File: config.mk
export PLATFORM = sky130hd
export DESIGN_NAME = lsu
export DESIGN_NICKNAME = d
export VERILOG_FILES = /design/src/rtl/lsu_pkg.sv /design/src/rtl/lsu_align.sv /design/src/rtl/lsu.sv
export SDC_FILE = /design/constraint.sdc
export NUM_CORES = 1
export LEC_CHECK = 0
export ABC_AREA = 1
export CORE_MARGIN = 2
export CORE_UTILIZATION = 48
export CTS_CLUSTER_DIAMETER = 30
export DETAILED_ROUTE_END_ITERATION = 7
export PLACE_DENSITY_LB_ADDON = 0.08
export SLEW_MARGIN = 10
export SYNTH_ARGS = -nofsm -noshare
export SYNTH_HDL_FRONTEND = slang
export SYNTH_SLANG_ARGS = --single-unit
export TNS_END_PERCENT = 1
File: constraint.sdc
create_clock -name clk -period 3.1 [get_ports clk]
set_clock_uncertainty 0.2 [all_clocks]
set_input_delay 0.93 -clock clk [delete_from_list [all_inputs] [get_ports clk]]
set_output_delay 0.93 -clock clk [all_outputs]
set_load 0.05 [all_outputs]
File: src/rtl/lsu_pkg.sv
// lsu_pkg: shared definitions for the load/store unit.
//   - RV32I funct3 width codes for loads and stores
//   - FSM state enum
//   - byte-enable width
//   - helpers that classify a funct3 code as legal or misaligned
package lsu_pkg;

  localparam logic [2:0] F3_B  = 3'b000;
  localparam logic [2:0] F3_H  = 3'b001;
  localparam logic [2:0] F3_W  = 3'b010;
  localparam logic [2:0] F3_BU = 3'b100;
  localparam logic [2:0] F3_HU = 3'b101;

  localparam int BE_W = 4;

  typedef enum logic [2:0] {
    IDLE      = 3'd0,
    LOAD_WAIT = 3'd1,
    LOAD_DATA = 3'd2,
    STORE     = 3'd3,
    RESP      = 3'd4
  } state_t;

  // Stores only know B/H/W; loads add the unsigned B/H variants.
  function automatic logic f3_legal(input logic we, input logic [2:0] f3);
    if (we) return (f3 == F3_B) || (f3 == F3_H) || (f3 == F3_W);
    return (f3 == F3_B) || (f3 == F3_H) || (f3 == F3_W) ||
           (f3 == F3_BU) || (f3 == F3_HU);
  endfunction

  // funct3[1:0] encodes the access size: 00 byte, 01 half, 10 word.
  function automatic logic f3_misaligned(input logic [2:0] f3, input logic [1:0] a);
    return ((f3[1:0] == 2'b01) && a[0]) ||
           ((f3[1:0] == 2'b10) && (a != 2'b00));
  endfunction

endpackage

File: src/rtl/lsu_align.sv
// lsu_align: combinational load-data extraction.
// Ports:
//   i_word    in  32  RAM read word
//   i_addr_lo in  2   byte offset within the word
//   i_funct3  in  3   load width code
//   o_data    out 32  byte/half/word, sign- or zero-extended
module lsu_align
  import lsu_pkg::*;
(
  input  logic [31:0] i_word,
  input  logic [1:0]  i_addr_lo,
  input  logic [2:0]  i_funct3,
  output logic [31:0] o_data
);

  logic [7:0]  w_byte;
  logic [15:0] w_half;

  always_comb begin
    w_byte = 8'(i_word >> {i_addr_lo, 3'b000});
    w_half = 16'(i_word >> {i_addr_lo[1], 4'b0000});
    o_data = i_word;
    case (i_funct3)
      F3_B:    o_data = {{24{w_byte[7]}}, w_byte};
      F3_H:    o_data = {{16{w_half[15]}}, w_half};
      F3_BU:   o_data = {24'h0, w_byte};
      F3_HU:   o_data = {16'h0, w_half};
      default: o_data = i_word;
    endcase
  end

endmodule

File: src/rtl/lsu.sv
// lsu: load/store unit between execute and a byte-enabled word RAM.
// Optional feature macro: LSU_MISALIGN_TRAP_EN (misaligned accesses raise
// rsp_err instead of having their low address bits forced to 0).
// Ports:
//   clk, rst                  clock, synchronous active-high reset
//   req_valid/req_ready       request handshake
//   req_we, req_funct3        store flag and RV32I width code
//   req_addr, req_wdata       byte address and right-aligned store data
//   rsp_valid/rsp_rdata/rsp_err  one-cycle response pulse
//   mem_r_addr, mem_r_val     RAM read port (1-cycle registered read)
//   mem_w_enable, mem_w_addr, mem_w_val, mem_byte_en  RAM write port
// Handshake: a request transfers on a rising edge with req_valid && req_ready;
// req_ready is high only in IDLE, requests at other times are dropped, and
// rsp_valid is a single-cycle pulse that cannot be stalled.
module lsu
  import lsu_pkg::*;
#(
  parameter int XLEN = 32
) (
  input  logic            clk,
  input  logic            rst,
  input  logic            req_valid,
  output logic            req_ready,
  input  logic            req_we,
  input  logic [2:0]      req_funct3,
  input  logic [XLEN-1:0] req_addr,
  input  logic [XLEN-1:0] req_wdata,
  output logic            rsp_valid,
  output logic [XLEN-1:0] rsp_rdata,
  output logic            rsp_err,
  output logic [XLEN-3:0] mem_r_addr,
  input  logic [XLEN-1:0] mem_r_val,
  output logic            mem_w_enable,
  output logic [XLEN-3:0] mem_w_addr,
  output logic [XLEN-1:0] mem_w_val,
  output logic [BE_W-1:0] mem_byte_en
);

  state_t          r_state;
  logic [1:0]      r_addr_lo;
  logic [2:0]      r_funct3;
  logic            r_rsp_valid;
  logic [XLEN-1:0] r_rsp_rdata;
  logic            r_rsp_err;
  logic [XLEN-3:0] r_mem_r_addr;
  logic            r_mem_w_enable;
  logic [XLEN-3:0] r_mem_w_addr;
  logic [XLEN-1:0] r_mem_w_val;
  logic [BE_W-1:0] r_mem_byte_en;

  logic            w_err;
  logic [XLEN-1:0] w_addr_eff;
  logic [BE_W-1:0] w_be;
  logic [XLEN-1:0] w_wval;
  logic [XLEN-1:0] w_load_data;

  // Request decode: error detection and the effective (possibly masked) address.
  always_comb begin
    w_addr_eff = req_addr;
`ifdef LSU_MISALIGN_TRAP_EN
    w_err = !f3_legal(req_we, req_funct3) || f3_misaligned(req_funct3, req_addr[1:0]);
`else
    w_err = !f3_legal(req_we, req_funct3);
    // Misaligned halves/words silently drop the offending low bits.
    if (req_funct3[1:0] == 2'b01) w_addr_eff[0] = 1'b0;
    else if (req_funct3[1:0] == 2'b10) w_addr_eff[1:0] = 2'b00;
`endif
  end

  // Store lane steering; only meaningful for legal store codes.
  always_comb begin
    w_be   = 4'b1111;
    w_wval = req_wdata;
    case (req_funct3)
      F3_B: begin
        w_be   = 4'b0001 << w_addr_eff[1:0];
        w_wval = {4{req_wdata[7:0]}};
      end
      F3_H: begin
        w_be   = 4'b0011 << {w_addr_eff[1], 1'b0};
        w_wval = {2{req_wdata[15:0]}};
      end
      default: ;
    endcase
  end

  lsu_align u_align (
    .i_word    (mem_r_val),
    .i_addr_lo (r_addr_lo),
    .i_funct3  (r_funct3),
    .o_data    (w_load_data)
  );

  // Single FSM; all outputs are registered. Memory outputs are loaded on the
  // transition into the state that uses them and cleared on the way out, so
  // mem_byte_en is non-zero only while in STORE.
  always_ff @(posedge clk) begin
    if (rst) begin
      r_state        <= IDLE;
      r_addr_lo      <= '0;
      r_funct3       <= '0;
      r_rsp_valid    <= 1'b0;
      r_rsp_rdata    <= '0;
      r_rsp_err      <= 1'b0;
      r_mem_r_addr   <= '0;
      r_mem_w_enable <= 1'b0;
      r_mem_w_addr   <= '0;
      r_mem_w_val    <= '0;
      r_mem_byte_en  <= '0;
    end else begin
      r_rsp_valid <= 1'b0;
      case (r_state)
        IDLE: begin
          if (req_valid) begin
            // Only the byte offset and width are needed after accept; the
            // word address and store data go straight into the mem_* registers.
            r_addr_lo   <= w_addr_eff[1:0];
            r_funct3    <= req_funct3;
            r_rsp_rdata <= '0;
            if (w_err) begin
              r_state     <= RESP;
              r_rsp_valid <= 1'b1;
              r_rsp_err   <= 1'b1;
            end else if (req_we) begin
              r_state        <= STORE;
              r_mem_w_enable <= 1'b1;
              r_mem_w_addr   <= w_addr_eff[XLEN-1:2];
              r_mem_w_val    <= w_wval;
              r_mem_byte_en  <= w_be;
            end else begin
              r_state      <= LOAD_WAIT;
              r_mem_r_addr <= w_addr_eff[XLEN-1:2];
            end
          end
        end
        LOAD_WAIT: begin
          // The RAM samples mem_r_addr on this edge; data arrives next cycle.
          r_state      <= LOAD_DATA;
          r_mem_r_addr <= '0;
        end
        LOAD_DATA: begin
          r_state     <= RESP;
          r_rsp_rdata <= w_load_data;
          r_rsp_valid <= 1'b1;
        end
        STORE: begin
          r_state        <= RESP;
          r_rsp_valid    <= 1'b1;
          r_mem_w_enable <= 1'b0;
          r_mem_w_addr   <= '0;
          r_mem_w_val    <= '0;
          r_mem_byte_en  <= '0;
        end
        RESP: begin
          r_state     <= IDLE;
          r_rsp_rdata <= '0;
          r_rsp_err   <= 1'b0;
        end
        default: r_state <= IDLE;
      endcase
    end
  end

  assign req_ready    = (r_state == IDLE);
  assign rsp_valid    = r_rsp_valid;
  assign rsp_rdata    = r_rsp_rdata;
  assign rsp_err      = r_rsp_err;
  assign mem_r_addr   = r_mem_r_addr;
  assign mem_w_enable = r_mem_w_enable;
  assign mem_w_addr   = r_mem_w_addr;
  assign mem_w_val    = r_mem_w_val;
  assign mem_byte_en  = r_mem_byte_en;

endmodule

==> impl_metrics.yaml <==
cts:
  clockBufferDepth: 2
  cts.sinks: 139
  htreeDepth: 4
  cts-resized-gates: 0
  root_buffer: "clkbuf_16"
  clk_pin_slew_ns: 0.06
  cts_hold_buf: 0
  postCtsSetupBuffers: 0
  clk_latency_ns: 0.42
  cts_buffers: 17
  tritoncts: "built"
floorplanning:
  dieArea_um2: 14100
  die_h_um: 119
  pin_count: 235
  die_w_um: 119
  start_util: 0.497
  core-area_um2: 12700
  rows: 41
detailed_routing:
  vias: 6857
  via_per_inst: 5.20
  drt_iter0_drc: 611
  wirelength_um: 19400
  ant_nets: 0
  wl_per_cell_um: 14.7
  first_pass_iters: 5
  drc: 0
synthesis:
  syn_avg_cell_area_um2: 6.88
  synth-edff-count: 0
  synthArstFlopShare: 0
  synth_nets: 1022
  yosys_most_used_dff: "dfxtp_1"
  synth_seq_area_share: 0.440
  netlist_area_um2: 6320
  synth_top_area_cell: "dfxtp_1"
  synthDistinctLibCells: 27
  yosys_warnings: 0
  yosysMostFrequentCell: "nand2_1"
  synthCells: 919
  synthTopCellsByArea: "dfxtp_1 (44%), nand2_1 (13%), a21oi_1 (9.9%)"
  synth-seq-cells: 139
  synth_top_area_share: 0.440
  ys_top_cells_by_count: "nand2_1 (227), dfxtp_1 (139), a21oi_1 (125), nand3_1 (102), inv_1 (87)"
finish:
  finalNetCount: 1236
  syn2layout_area_growth_pct: 49.6
  drive_gt1_frac: 0.0716
  diodes: 0
  design_area_um2: 9460
  finalCoreUtilization: 0.743
  fin_cells: 1318
  regArea_um2: 2780
  fill_cells: 1079
  multi_input_area_um2: 2930
sta:
  tns_ns: 0
  hold_slack_ns: 0.261
  period_minus_slack_ns: 2.78
  finalMaxSlewViolations: 0
  rsz0062_at_grt: "false"
  max_freq_mhz: 360
  maxSlewHeadroom: 0.457
  setup_viol: 0
  tightest_slew_ns: 0.808
  hold_viol_final: 0
  fin_crit_sh: 0.896
pwr:
  p_leak_nw: 3.71
  ir_worst_vdd_mv: 0.370
  p_per_area_nw_per_um2: 625
grt:
  grt_pass1_wl_um: 31400
  overflow: 0
  grt_max_degree: 61
  grt_pass1_vias: 6390
  grt.total_usage: 0.274
  antenna_found_initial: 0
placement:
  io_buffers: 234
  gp_congestion: 0.885
  dp_hpwl_um: 13300
  place_inst: 1286
  placed_area_um2: 8870
critical_path:
  path_buf_inv: 1
  path_class: "reg2out"
  cp_slowest_cell: "clkdlybuf4s50_1"
  critPathTopFamily: "buffers and inverters"
  crit_path_max_incr_delay_ns: 0.88
  startpoint_type: "flop"
  setup.worst_path.end_class: "output pin"
  critPathMaxFanout: 2
  required_ns: 1.97
  path_cells: "clkdlybuf4s50_1"
  cp.arrival_ns: 1.65
job:
  cap_violations: 0
run_status:
  status: "finished, final reports clean"
hold_path:
  min-delay-path-class: "reg2reg"
## final cells by class
type                    count  share of cell area
clock inverters            11              0.0119
flip-flops and latches    139               0.294
well taps                 172              0.0228
clock buffers              21              0.0497
repair buffers            258               0.275
multi-input cells         626               0.310
inverters                  91              0.0361
## cells by family after synthesis
| family | Yosys count | share of synthesized area |
|---|---|---|
| AOI/OAI and AO/OA | 182 | 0.159 |
| buffers and inverters | 154 | 0.101 |
| DFF | 139 | 0.440 |
| and+or+nand+nor | 444 | 0.301 |
## power breakdown
part	switching [mW]	leakage (nW)	internal, mW	total [mW]
combinational	1.21	2.31	0.667	1.87
clock	0.803	0.272	1.18	1.98
sequential	0.102	1.13	1.96	2.06
## metrics by stage
step	power, mW	setup WS [ns]
CTS	5.94	0.296
global route	6.18	0.290
global placement	3.94	0.297
detailed placement	3.96	0.173
finish	5.91	0.321
floorplan	3.29	0.935
## placed cells by master, fill, tap and decap left out, types with 17 or more instances in the layout
cell	instances
clkdlybuf4s50_1	232
nand2_1	227
dfxtp_1	139
a21oi_1	125
nand3_1	100
inv_1	87
nor2_1	56
nor3_1	35
o21ai_0	23
buf_4	19
or2_2	17
clkbuf_16	17
## state kept, by name (all words and copies together), names as in the netlist
register,cells
r_addr_lo,2
mem_w_enable,1
rsp_rdata,32
rsp_err,1
mem_w_val,32
mem_byte_en,4
mem_r_addr,30
r_funct3,3
rsp_valid,1
mem_w_addr,30
r_state,3
## worst paths after layout
check        cells after the start  slack, ns                          to                         from
min reg2reg                      2       0.26  rsp_rdata[12]$_SDFFE_PP0P_   rsp_rdata[12]$_SDFFE_PP0P_
min                              2       0.26  rsp_rdata[12]$_SDFFE_PP0P_   rsp_rdata[12]$_SDFFE_PP0P_
max                              1       0.32              mem_w_addr[29]  mem_w_addr[29]$_SDFFE_PP0P_
max reg2reg                      5       0.82   rsp_rdata[6]$_SDFFE_PP0P_      r_state[0]$_SDFFE_PP0P_
## metal layers
| metal | vias up | wire [µm] | track usage |
|---|---|---|---|
| li1 | 3411 | - | - |
| met1 | 3110 | 8120 | 0.343 |
| met2 | 298 | 8950 | 0.431 |
| met3 | 38 | 1840 | 0.0985 |
| met4 | 0 | 478 | 0.107 |
| met5 | - | 0 | 0 |
(Power assumes the default switching activity.)
==> RTL edit, RTL diff (same settings) <==
The 5 states of `state_t` get a one-hot encoding in 5 bits.
--- a/src/rtl/lsu_pkg.sv
+++ b/src/rtl/lsu_pkg.sv
@@ -15,8 +15,8 @@
 
-  typedef enum logic [2:0] {
-    IDLE      = 3'd0,
-    LOAD_WAIT = 3'd1,
-    LOAD_DATA = 3'd2,
-    STORE     = 3'd3,
-    RESP      = 3'd4
+  typedef enum logic [4:0] {
+    IDLE      = 5'b00001,
+    LOAD_WAIT = 5'b00010,
+    LOAD_DATA = 5'b00100,
+    STORE     = 5'b01000,
+    RESP      = 5'b10000
   } state_t;
Check against the original RTL: same outputs for any inputs over 4 cycles, from zero or initial values and one cycle with rst high; so few cycles prove little.
==> RTL edit against the original RTL <==
Via count shrank 5.1%. Register-to-register slack better by 0.07 ns. Core utilization is 1.8 points lower. Area after synthesis decreased by 3.3%. Worst setup slack improved by 0.062 ns. Hold slack got worse by 0.0033 ns. Design area shrank 4.0%. Wire length decreased by 6.1%. Sequential cell count rose by 2. Total power decreased by 18%.
==> RTL edit: results (changes against the original RTL) <==
Outcome
  – Status: complete, no violations (unchanged)

Worst setup path
  – Setup crit start: mem_byte_en[0] (was mem_w_addr[29])
  – R2R Setup Slk: 0.89 ns (was 0.82 ns)
  – Max incr delay on CP: 0.82 ns (was 0.88 ns)
  – End of the critical path: mem_byte_en[0] (was mem_w_addr[29])
  – FF-to-FF path depth: 8 (was 5)
  – CP arrival: 1.59 ns (was 1.65 ns)
  – Worst r2r dst: rsp_rdata[16] (was rsp_rdata[6])

Power and ir drop
  – Peak VDD IR: 318 uV (was 370 uV)
  – Leak Pwr: 3.29 nW (was 3.71 nW)
  – Switching share of total power: 29.0% (was 35.7%)

Routing
  – Wirelength, routed: 18200 um (was 19400 um)
  – Wirelength per Cell: 14.8 um (was 14.7 um)
  – 1st-iter DRT viols: 704 (was 611)
  – Vias: 6504 (was 6857)
  – Met1 WL: 7530 um (was 8120 um)
  – Met2 routed WL: 8460 um (was 8950 um)

Hold path
  – Hold Startpoint: mem_w_val[1] (was rsp_rdata[12])
  – Hold path endpoint: mem_w_val[1] (was rsp_rdata[12])

STA
  – Worst-Margin Slew: 0.784 ns (was 0.808 ns)
  – Worst hold margin: 0.258 ns (was 0.261 ns)

Logic synthesis
  – Distinct cells, synth: 25 (was 27)
  – Synth Area in Compound Gates: 18.6% (was 15.9%)
  – Synth Net Count: 948 (was 1022)
  – Post-synth top cells: 240 x nand2_1, 151 x a21oi_1, 141 x dfxtp_1, 56 x nand3_1, 37 x inv_1 (was 227 x nand2_1, 139 x dfxtp_1, 125 x a21oi_1, 102 x nand3_1, 87 x inv_1)
  – Area contributors post-synth: dfxtp_1 46%, nand2_1 15%, a21oi_1 12% (was dfxtp_1 44%, nand2_1 13%, a21oi_1 9.9%)

Clock tree
  – Worst-Skew Late Latency: approximately 0.41 ns

GRT
  – Met1 Usage GRT: 33.0% (was 34.3%)
  – First-pass GRT wire length: 28200 um (was 31400 um)
  – Routing usage on met2: 40.7% (was 43.1%)
  – Initial antenna violation count: 0 (unchanged)
  – Met3 Usage GRT: 9.37% (was 9.85%)
  – Total global-route track usage: 26.1% (was 27.4%)
  – Vias in the first global route: 5760 (was 6390)

Placement
  – DP Area: 8520 um2 (was 8870 um2)
  – Placer Congestion: 0.890 (was 0.885)
  – Inst Count DP: 1201 (was 1286)
  – Post-detail-place hpwl: 12300 um (was 13300 um)
  – Pre-CTS setup slack: 0.206 ns (was 0.173 ns)
  – PortBufs: 234 (unchanged)

Finish
  – Finished Cell Area: 9080 um2 (was 9460 um2)
  – Fillers: 1094 (was 1079)
==> RTL edit: changes by cell type in the layout (fill, tap and decap cells not counted), sizes merged, moves of 5 or more <==
cell,delta
a21oi,+26
buf,-9
inv,-45
nand2,+14
nand3,-45
nand4,+35
nor2,-21
nor3,-31
o2111ai,-5
o211ai,+21
o21a,-16
o21ai,+11
or2,-15
==> RTL edit: power groups by stage <==
stage	combinational [mW]	clock, mW	sequential (mW)
2_1_floorplan	0.422	0	2.17
3_3_place_gp	1.01	0	1.96
3_5_place_dp	1.01	0	1.96
4_1_cts	1.02	1.96	1.93
5_1_grt	1.10	2.03	1.93
6_report	1.02	1.93	1.93
==> RTL edit: area by class of cell <==
type | instances | area share (%)
repair buffers | 249 | 27.8
inverters | 45 | 1.86
clock inverters | 8 | 1.02
flip-flops and latches | 141 | 31.1
clock buffers | 22 | 5.11
multi-input cells | 594 | 30.7
well taps | 172 | 2.37
